## src/rtl/pipe_pkg.sv

```systemverilog
// Shared types and constants for the RR->EX pipeline boundary.
package pipe_pkg;

    localparam int REG_ADDR_W = 5;
    localparam int ALU_OP_W   = 4;

    typedef enum logic [1:0] {
        ST_RUN      = 2'd0,
        ST_LU_STALL = 2'd1,
        ST_BR_FLUSH = 2'd2
    } state_t;

    // Control/identity fields of an EX slot; these are the ones a bubble clears.
    typedef struct packed {
        logic                  valid;
        logic [REG_ADDR_W-1:0] rs1;
        logic [REG_ADDR_W-1:0] rs2;
        logic [REG_ADDR_W-1:0] rd;
        logic                  ctrl_r;
        logic                  branch;
        logic                  mem_read;
        logic                  reg_write;
    } ex_ctrl_t;

    localparam ex_ctrl_t BUBBLE_CTRL = '{default: '0};

endpackage

```

## src/rtl/hazard_detect.sv

```systemverilog
// Load-use hazard compare between the load sitting in EX and the instruction in RR.
module hazard_detect
    import pipe_pkg::*;
(
    input  logic                  run_i,
    input  logic                  ex_valid_i,
    input  logic                  ex_mem_read_i,
    input  logic [REG_ADDR_W-1:0] ex_rd_i,
    input  logic                  rr_valid_i,
    input  logic [REG_ADDR_W-1:0] rr_rs1_i,
    input  logic [REG_ADDR_W-1:0] rr_rs2_i,
    input  logic                  rr_ctrl_r_i,
    input  logic                  rr_branch_i,
    output logic                  lu_o
);

    logic rs1_hit;
    logic rs2_hit;

    always_comb begin
        rs1_hit = (rr_rs1_i == ex_rd_i);
        // rs2 is only read by R-type and branch instructions.
        rs2_hit = (rr_ctrl_r_i || rr_branch_i) && (rr_rs2_i == ex_rd_i);
        lu_o    = run_i && ex_valid_i && ex_mem_read_i && (ex_rd_i != '0)
                  && rr_valid_i && (rs1_hit || rs2_hit);
    end

endmodule

```

## src/rtl/rr_ex_stage.sv

```systemverilog
// RR->EX pipeline register with load-use stall, branch flush and event counters.
module rr_ex_stage
    import pipe_pkg::*;
#(
    parameter int XLEN  = 32,
    parameter int CNT_W = 16
) (
    input  logic                  clk,
    input  logic                  rst_n,
    input  logic                  rr_valid_i,
    input  logic [REG_ADDR_W-1:0] rr_rs1_i,
    input  logic [REG_ADDR_W-1:0] rr_rs2_i,
    input  logic [REG_ADDR_W-1:0] rr_rd_i,
    input  logic                  rr_ctrl_r_i,
    input  logic                  rr_branch_i,
    input  logic                  rr_mem_read_i,
    input  logic                  rr_reg_write_i,
    input  logic [XLEN-1:0]       rr_op1_i,
    input  logic [XLEN-1:0]       rr_op2_i,
    input  logic [XLEN-1:0]       rr_imm_i,
    input  logic [ALU_OP_W-1:0]   rr_alu_op_i,
    input  logic                  hold_i,
    input  logic                  branch_taken_i,
    output logic                  valid_ex,
    output logic [REG_ADDR_W-1:0] rs1_ex,
    output logic [REG_ADDR_W-1:0] rs2_ex,
    output logic [REG_ADDR_W-1:0] rd_ex,
    output logic                  ctrl_r_ex,
    output logic                  branch_ex,
    output logic                  mem_read_ex,
    output logic                  reg_write_ex,
    output logic [XLEN-1:0]       op1_ex,
    output logic [XLEN-1:0]       op2_ex,
    output logic [XLEN-1:0]       imm_ex,
    output logic [ALU_OP_W-1:0]   alu_op_ex,
    output logic                  stall_o,
    output logic                  flush_o,
    output logic [CNT_W-1:0]      stall_cnt_o,
    output logic [CNT_W-1:0]      flush_cnt_o,
    output logic [1:0]            dbg_state_o
);

    state_t                state_q, state_d;
    ex_ctrl_t              ctrl_q, ctrl_d;
    logic [XLEN-1:0]       op1_q, op1_d;
    logic [XLEN-1:0]       op2_q, op2_d;
    logic [XLEN-1:0]       imm_q, imm_d;
    logic [ALU_OP_W-1:0]   alu_op_q, alu_op_d;
    logic [CNT_W-1:0]      stall_cnt_q, stall_cnt_d;
    logic [CNT_W-1:0]      flush_cnt_q, flush_cnt_d;
    logic                  lu;
    logic                  bubble;

    hazard_detect u_hazard_detect (
        .run_i         (state_q == ST_RUN),
        .ex_valid_i    (ctrl_q.valid),
        .ex_mem_read_i (ctrl_q.mem_read),
        .ex_rd_i       (ctrl_q.rd),
        .rr_valid_i    (rr_valid_i),
        .rr_rs1_i      (rr_rs1_i),
        .rr_rs2_i      (rr_rs2_i),
        .rr_ctrl_r_i   (rr_ctrl_r_i),
        .rr_branch_i   (rr_branch_i),
        .lu_o          (lu)
    );

    always_ff @(posedge clk or negedge rst_n) begin
        if (!rst_n) begin
            state_q <= ST_RUN;
        end else begin
            state_q <= state_d;
        end
    end

    always_comb begin
        state_d = state_q;
        if (!hold_i) begin
            if (branch_taken_i) begin
                state_d = ST_BR_FLUSH;
            end else if (lu) begin
                state_d = ST_LU_STALL;
            end else begin
                state_d = ST_RUN;
            end
        end
    end

    // hold wins over everything; a taken branch masks a coincident load-use.
    always_comb begin
        stall_o = hold_i || (!branch_taken_i && lu);
        flush_o = !hold_i && (branch_taken_i || (state_q == ST_BR_FLUSH));
        bubble  = branch_taken_i || (state_q == ST_BR_FLUSH) || lu || !rr_valid_i;
    end

    always_comb begin
        ctrl_d      = ctrl_q;
        op1_d       = op1_q;
        op2_d       = op2_q;
        imm_d       = imm_q;
        alu_op_d    = alu_op_q;
        stall_cnt_d = stall_cnt_q;
        flush_cnt_d = flush_cnt_q;
        if (!hold_i) begin
            if (bubble) begin
                ctrl_d = BUBBLE_CTRL;
            end else begin
                ctrl_d.valid     = 1'b1;
                ctrl_d.rs1       = rr_rs1_i;
                ctrl_d.rs2       = rr_rs2_i;
                ctrl_d.rd        = rr_rd_i;
                ctrl_d.ctrl_r    = rr_ctrl_r_i;
                ctrl_d.branch    = rr_branch_i;
                ctrl_d.mem_read  = rr_mem_read_i;
                ctrl_d.reg_write = rr_reg_write_i;
                op1_d            = rr_op1_i;
                op2_d            = rr_op2_i;
                imm_d            = rr_imm_i;
                alu_op_d         = rr_alu_op_i;
            end
            if (branch_taken_i && (flush_cnt_q != '1)) begin
                flush_cnt_d = flush_cnt_q + CNT_W'(1);
            end
            if (!branch_taken_i && lu && (stall_cnt_q != '1)) begin
                stall_cnt_d = stall_cnt_q + CNT_W'(1);
            end
        end
    end

    always_ff @(posedge clk or negedge rst_n) begin
        if (!rst_n) begin
            ctrl_q      <= BUBBLE_CTRL;
            op1_q       <= '0;
            op2_q       <= '0;
            imm_q       <= '0;
            alu_op_q    <= '0;
            stall_cnt_q <= '0;
            flush_cnt_q <= '0;
        end else begin
            ctrl_q      <= ctrl_d;
            op1_q       <= op1_d;
            op2_q       <= op2_d;
            imm_q       <= imm_d;
            alu_op_q    <= alu_op_d;
            stall_cnt_q <= stall_cnt_d;
            flush_cnt_q <= flush_cnt_d;
        end
    end

    assign valid_ex     = ctrl_q.valid;
    assign rs1_ex       = ctrl_q.rs1;
    assign rs2_ex       = ctrl_q.rs2;
    assign rd_ex        = ctrl_q.rd;
    assign ctrl_r_ex    = ctrl_q.ctrl_r;
    assign branch_ex    = ctrl_q.branch;
    assign mem_read_ex  = ctrl_q.mem_read;
    assign reg_write_ex = ctrl_q.reg_write;
    assign op1_ex       = op1_q;
    assign op2_ex       = op2_q;
    assign imm_ex       = imm_q;
    assign alu_op_ex    = alu_op_q;
    assign stall_cnt_o  = stall_cnt_q;
    assign flush_cnt_o  = flush_cnt_q;
    assign dbg_state_o  = state_q;

endmodule
```

## config.mk

```make
export PLATFORM = sky130hd
export DESIGN_NAME = rr_ex_stage
export DESIGN_NICKNAME = d
export VERILOG_FILES = /design/src/rtl/pipe_pkg.sv /design/src/rtl/hazard_detect.sv /design/src/rtl/rr_ex_stage.sv
export SDC_FILE = /design/constraint.sdc
export NUM_CORES = 1
export LEC_CHECK = 0
export ABC_AREA = 1
export BUFFER_PORTS_ARGS = -buffer_cell sky130_fd_sc_hd__buf_2
export CORE_MARGIN = 2
export CORE_UTILIZATION = 50
export CTS_CLUSTER_SIZE = 16
export DETAILED_ROUTE_END_ITERATION = 6
export HOLD_SLACK_MARGIN = 0.02
export PLACE_DENSITY = 0.8
export SETUP_SLACK_MARGIN = 0.02
export SLEW_MARGIN = 20
export SYNTH_ARGS = -nofsm -noshare
export SYNTH_HDL_FRONTEND = slang
export SYNTH_HIERARCHICAL = 1
export SYNTH_SLANG_ARGS = --single-unit
```

## constraint.sdc

```tcl
create_clock -name clk -period 3.1 [get_ports clk]
set_clock_uncertainty 0.05 [all_clocks]
set_input_delay 0.155 -clock clk [delete_from_list [all_inputs] [get_ports clk]]
set_output_delay 0.155 -clock clk [all_outputs]
set_load 0.02 [all_outputs]
```

Yosys cells after proc, flatten, opt, wreduce, memory -nomap -nowiden
Index checks and enable logic that the tools add are counted.
{"block": "op_classes", "add_sub_neg": 2, "bitwise_logic": 2, "n_mux": 3, "n_eq_ne": 5, "reduce_logical": 24}
{"op": "16-bit by 1-bit adder with 16-bit output, second input constant", "count": 2}
{"op": "16-bit inequality test, second input constant", "count": 2}
{"op": "20-bit 2-to-1 mux", "count": 1}
{"op": "5-bit == test", "count": 2}
{"op": "1-bit logical AND", "count": 10}
{"op": "1-bit logical OR", "count": 6}
{"op": "2-bit AND reduction", "count": 3}
{"op": "5-bit nonzero test", "count": 1}
{"op": "1-bit logical NOT", "count": 3}
{"op": "2-bit == test, second input constant", "count": 1}
{"op": "2-bit logical NOT", "count": 1}
{"op": "2-bit 2-to-1 mux", "count": 1}
{"op": "1-bit NOT", "count": 2}
{"op": "1-bit 2-to-1 mux", "count": 1}
{"block": "word_totals", "regBits": 154, "inputBits": 124, "out_inout_bits": 156, "wordCells": 51}

Depth between registers and ports, before layout
{"block": "depth", "ltp_word": 10, "ltp_mapped": 14, "depth_no_buf": 13}

Modules after synthesis
The synthesis kept the hierarchy.
{"mod": "rr_ex_stage", "n_inst": 1, "cells_per_inst": 805, "area_each_um2": 6782.8, "seq_area_each_um2": 3853.7}
{"mod": "hazard_detect", "n_inst": 1, "cells_per_inst": 55, "area_each_um2": 231.5, "seq_area_each_um2": 0.0}

Worst setup path before layout
Ideal clock, no wire load.
{"block": "synth_path", "path_type": "register -> register", "startpoint": "register ctrl_q, in the netlist rd_ex[3]", "endpoint": "register op1_q[17], in the netlist op1_ex[17]", "stages_incl_launch_ff": 12, "synth_period_minus_slack_ns": 1.800, "setup_time_ns": 0.130, "n_path_buf": 2, "arrival_time_ns": 1.619, "required_ns": 2.920, "path_slack_ns": 1.300, "cell_sequence": "dfrtp_1 -> inv_1 -> nand2_1 -> nand2_1 -> nor2_1 -> nand3_1 -> a21oi_2 -> nor2_1 -> nand3_1 -> buf_4 -> clkbuf_1 -> o21ai_0"}
{"block": "synth_via", "elab_chain_cells": 8, "elab_cells_between_ends": 12, "cone_classes": "eq/ne (2); bitwise (1); reduce/logical (9)"}
{"element": "from (decl)", "line_no": "rr_ex_stage.sv:44", "text": "ex_ctrl_t ctrl_q, ctrl_d;"}
{"element": "from (signal assigned)", "line_no": "rr_ex_stage.sv:139", "text": "ctrl_q <= ctrl_d;"}
{"element": "5-bit == test or 5-bit nonzero test (tied branches)", "line_no": "hazard_detect.sv:23, hazard_detect.sv:24"}
{"element": "1-bit logical AND (on tied branches)", "line_no": "hazard_detect.sv:23, hazard_detect.sv:24"}
{"element": "1-bit logical OR or 1-bit logical AND (tied branches)", "line_no": "hazard_detect.sv:25", "text": "&& rr_valid_i && (rs1_hit || rs2_hit);"}
{"element": "1-bit logical AND *", "line_no": "hazard_detect.sv:25"}
{"element": "net lu", "line_no": "rr_ex_stage.sv:51", "text": "logic lu;"}
{"element": "1-bit logical OR * (2 in series)", "line_no": "rr_ex_stage.sv:92", "text": "bubble = branch_taken_i || (state_q == ST_BR_FLUSH) || lu || !rr_valid_i;"}
{"element": "1-bit NOT (no line) *"}
{"element": "2-bit AND reduction (no line) *"}
{"element": "to (signal assigned)", "line_no": "rr_ex_stage.sv:140", "text": "op1_q <= op1_d;"}
{"element": "to (decl)", "line_no": "rr_ex_stage.sv:45", "text": "logic [XLEN-1:0] op1_q, op1_d;"}
The timed path passes the listed nets; every way through them passes the cells marked *.
A chain may end at the register's enable or synchronous reset.

Final worst setup path
{"block": "layout_path", "startpoint": "register ctrl_q, in the netlist rd_ex[3]", "endpoint": "register op2_q[25], in the netlist op2_ex[25]"}
{"block": "layout_via", "elab_chain_cells": 8, "elab_cells_between_ends": 12, "cone_classes": "eq/ne (2); bitwise (1); reduce/logical (9)"}
{"element": "5-bit == test or 5-bit nonzero test (tied branches)", "line_no": "hazard_detect.sv:23, hazard_detect.sv:24"}
{"element": "1-bit logical AND (on tied branches)", "line_no": "hazard_detect.sv:23, hazard_detect.sv:24"}
{"element": "1-bit logical OR or 1-bit logical AND (tied branches)", "line_no": "hazard_detect.sv:25"}
{"element": "1-bit logical AND *", "line_no": "hazard_detect.sv:25"}
{"element": "net lu", "line_no": "rr_ex_stage.sv:51"}
{"element": "1-bit logical OR * (2 in series)", "line_no": "rr_ex_stage.sv:92"}
{"element": "1-bit NOT (no line) *"}
{"element": "2-bit AND reduction (no line) *"}
{"element": "to (signal assigned)", "line_no": "rr_ex_stage.sv:141", "text": "op2_q <= op2_d;"}
{"element": "to (decl)", "line_no": "rr_ex_stage.sv:46", "text": "logic [XLEN-1:0] op2_q, op2_d;"}
Marked as above.

==> run_results.csv <==
group,metric,value,unit
timing,worstMarginPinSlew,0.809,ns
power_and_ir_drop,power_switching,0.00200,W
yosys,syn_inst,860,
setup_path,cp.arrival,2.67,ns
setup_path,cp_top_family,"simple AND/OR/NAND/NOR gates",
placement,place_area,8580,µm²
yosys,synth_seq_area_share,54.9,%
timing,hold_violations,0,
setup_path,crit_required,3.35,ns
cts,clock_sinks,154,
cts,cts_buffer_depth,2,
power_and_ir_drop,switching_share,32.5,%
power_and_ir_drop,clockPowerShare,35.0,%
timing,fin_tns_setup,0,ns
detailed_routing,wl_per_cell,15.8,µm
placement,place_congestion,0.892,
timing,relSlewSlack,46.0,%
floorplanning,die-height,122,µm
placement,dp_cells,1295,
setup_path,path_cells,"inv_1 > nand2_1 > nand2_1 > nor2_1 > nand3_1 > a21oi_2 > nor2_1 > nand3_4 > buf_12 > o21ai_0",
detailed_routing,detail-route-antenna-nets,0,
setup_path,cp_slowest_cell,"nand3_4",
setup_path,worst_setup_path_start_kind,"flop",
detailed_routing,drc,0,
cts,cts_tree,"done",
final_layout,mostFrequentLayoutCell,"buf_2",
final_layout,stdcell_count,1449,
yosys,synth_nets,986,
final_layout,layout.nets,1381,
detailed_routing,drt-vias-per-instance,5.03,
final_layout,layout-drive-gt1-share,28.0,%
timing,min_period,2.42,ns
detailed_routing,drt_pass1_iterations,5,
yosys,syn_avg_cell_area,8.16,µm²
setup_path,crit_path_end_kind,"flop",
yosys,yosys.area.top_type_share,54.9,%
timing,max_freq,413,MHz
grt,grt_usage,30.9,%
yosys,ys_warn_count,6,
final_layout,area_delta_synth_final,48.3,%
cts,cts_hold_buffers,121,
cts,clk_pin_slew,0.06,ns
timing,setup-violations-final,0,
cts,cts_resized,0,
floorplanning,die_w,122,µm
cts,clk_latency,0.42,ns
detailed_routing,top_layer,"met5",
power_and_ir_drop,p_leak,5.87,nW
placement,post-dp-hpwl,12.8,mm
yosys,synth_top_cells_by_area,"dfrtp_1, nand2_1, o21ai_0",
final_layout,design_area,10400,µm²
grt,grt_pass1_wl,36.1,mm
yosys,syn_area,7010,µm²
floorplanning,core,13800,µm²
timing,fin_crit_sh,78.2,%
detailed_routing,dr_wl_met3,1.57,mm
detailed_routing,vias,7295,
setup_path,critPathBufInv,2,
worst_hold_path,hold_path_class,"primary input to flop",
grt,grt_max_degree,87,
cts,htree_levels,4,
setup_path,critPathMaxStageDelay,0.48,ns
detailed_routing,wl_met2,11.7,mm
cts,cts_setup_buffers,0,
yosys,synth.distinct_cells,32,
final_layout,layout_common_cells,"buf_2, nand2_1, inv_1",
placement,port_buffers,279,
grt,antenna_found_initial,1,
floorplanning,rows,43,
run,maxCapViolCount,0,
yosys,yosys_register_bits,154,
grt,first_global_vias,7470,
grt,overflow,0,
power_and_ir_drop,powerDensity,590,nW/µm²
cts,cts-buffers-inserted,17,
floorplanning,die-area,15000,µm²
timing,drv_slew,0,
floorplanning,start_util,50.9,%
power_and_ir_drop,p_int,0.00414,W
detailed_routing,drt-met1-wl,8.44,mm
power_and_ir_drop,p_comb_share,23.5,%
timing,rsz0062_at_grt,"false",
detailed_routing,wl,22.9,mm
outcome,status,"complete, no violations",
setup_path,criticalPathCategory,"flop to flop",
detailed_routing,first_iter_violations,626,
floorplanning,io_pins,280,
yosys,synth.largest_area_cell,"dfrtp_1",
power_and_ir_drop,ir_worst_vdd,0.378,mV
cts,clockRootBuffer,"clkbuf_16",
setup_path,worst-path-max-fanout,57,
power_and_ir_drop,pwr-share-seq,41.5,%
[cell type report]
class	count	area (µm²)
Sequential cell	154	3850
Fill cell	938	3370
Timing Repair Buffer	407	2700
Multi-Input combinational cell	510	2380
Inverter	165	623
Clock buffer	19	443
Tap cell	180	225
Clock inverter	13	166
Antenna cell	1	2.50
[registers in the layout, indices dropped and copies added, names as in the netlist]
| register | cells |
|---|---|
| flush_cnt_o | 16 |
| stall_cnt_o | 16 |
| op2_ex | 32 |
| valid_ex | 1 |
| rs1_ex | 5 |
| op1_ex | 32 |
| branch_ex | 1 |
| reg_write_ex | 1 |
| rd_ex | 5 |
| alu_op_ex | 4 |
| mem_read_ex | 1 |
| dbg_state_o | 2 |
| ctrl_r_ex | 1 |
| rs2_ex | 5 |
| imm_ex | 32 |
[cell usage after synthesis]
| master | number |
|---|---|
| o21ai_1 | 10 |
| inv_2 | 5 |
| clkbuf_2 | 1 |
| inv_4 | 1 |
| nand4_1 | 14 |
| dfrtp_1 | 154 |
| buf_6 | 2 |
| buf_8 | 1 |
| nand3b_1 | 1 |
| clkinv_2 | 1 |
| ha_1 | 2 |
| nand3_2 | 1 |
| buf_4 | 2 |
| nor2_1 | 39 |
| nor2_4 | 1 |
| o21ai_2 | 7 |
| nand2_8 | 1 |
| nor2_2 | 5 |
| a21oi_2 | 2 |
| clkbuf_1 | 11 |
| o21ai_0 | 119 |
| nand2_1 | 260 |
| nand2_4 | 2 |
| inv_1 | 158 |
| nand2_2 | 11 |
| buf_1 | 1 |
| nand3_1 | 17 |
| xnor2_1 | 10 |
| o21a_1 | 1 |
| buf_2 | 13 |
| and3_1 | 1 |
| xor2_1 | 6 |
[final timing paths]
path,from,endpoint,slack (ns),cells past startpoint
worst min-delay path,hold_i,valid_ex$_DFFE_PN0N_,0.17,3
worst max-delay path,rd_ex[3]$_DFFE_PN0N_,op2_ex[25]$_DFFE_PN0P_,0.68,10
worst max register to register,rd_ex[3]$_DFFE_PN0N_,op2_ex[25]$_DFFE_PN0P_,0.68,10
min in group asynchronous,rst_n,stall_cnt_o[3]$_DFFE_PN0P_,0.33,2
max in group asynchronous,rst_n,stall_cnt_o[4]$_DFFE_PN0P_,1.89,3
worst min register to register,op1_ex[25]$_DFFE_PN0P_,op1_ex[25]$_DFFE_PN0P_,0.43,2
[tightest hold or removal path: stages]
cell     delay (ns)
buf_2          0.26
nand2_1        0.12
nand2_1        0.05
[logic make-up after synthesis]
family                   count (synthesis)  share of synthesized area, %
adder cells (fa/ha/maj)                  2                         0.357
XOR/XNOR                                16                          2.00
AO/OA/AOI/OAI                          139                          10.4
flip-flops                             154                          54.9
AND/OR/NAND/NOR                        353                          21.0
buffers and inverters                  196                          11.3
[routing by layer]
layer	global-route usage (%)	vias to the layer above
met4	16.7	2
met5	0	-
met2	53.9	411
met3	6.88	112
met1	35.1	3364
li1	-	3406
[stage by stage]
stage / utilization (%) / power [W] / setup slack, ns / hold slack, ns
after CTS: 75.5 / 0.00606 / 0.785 / 0.164
after global routing: 75.5 / 0.00639 / 0.483 / 0.211
after floorplan: - / 0.00324 / 1.30 / -0.191
after global placement: 62.3 / 0.00376 / 0.896 / 0.222
final: 75.5 / 0.00613 / 0.676 / 0.165
after detailed placement: 62.3 / 0.00380 / 0.834 / 0.224
[power by group through the flow]
| stage | combinational, W | clock [W] | sequential [W] |
|---|---|---|---|
| finish | 0.00144 | 0.00215 | 0.00255 |
| global route | 0.00155 | 0.00226 | 0.00257 |
| CTS | 0.00138 | 0.00215 | 0.00252 |
| detailed placement | 0.00126 | 0 | 0.00254 |
| global placement | 0.00122 | 0 | 0.00254 |
| floorplan | 0.000337 | 0 | 0.00290 |
(Power assumes the default switching activity.)
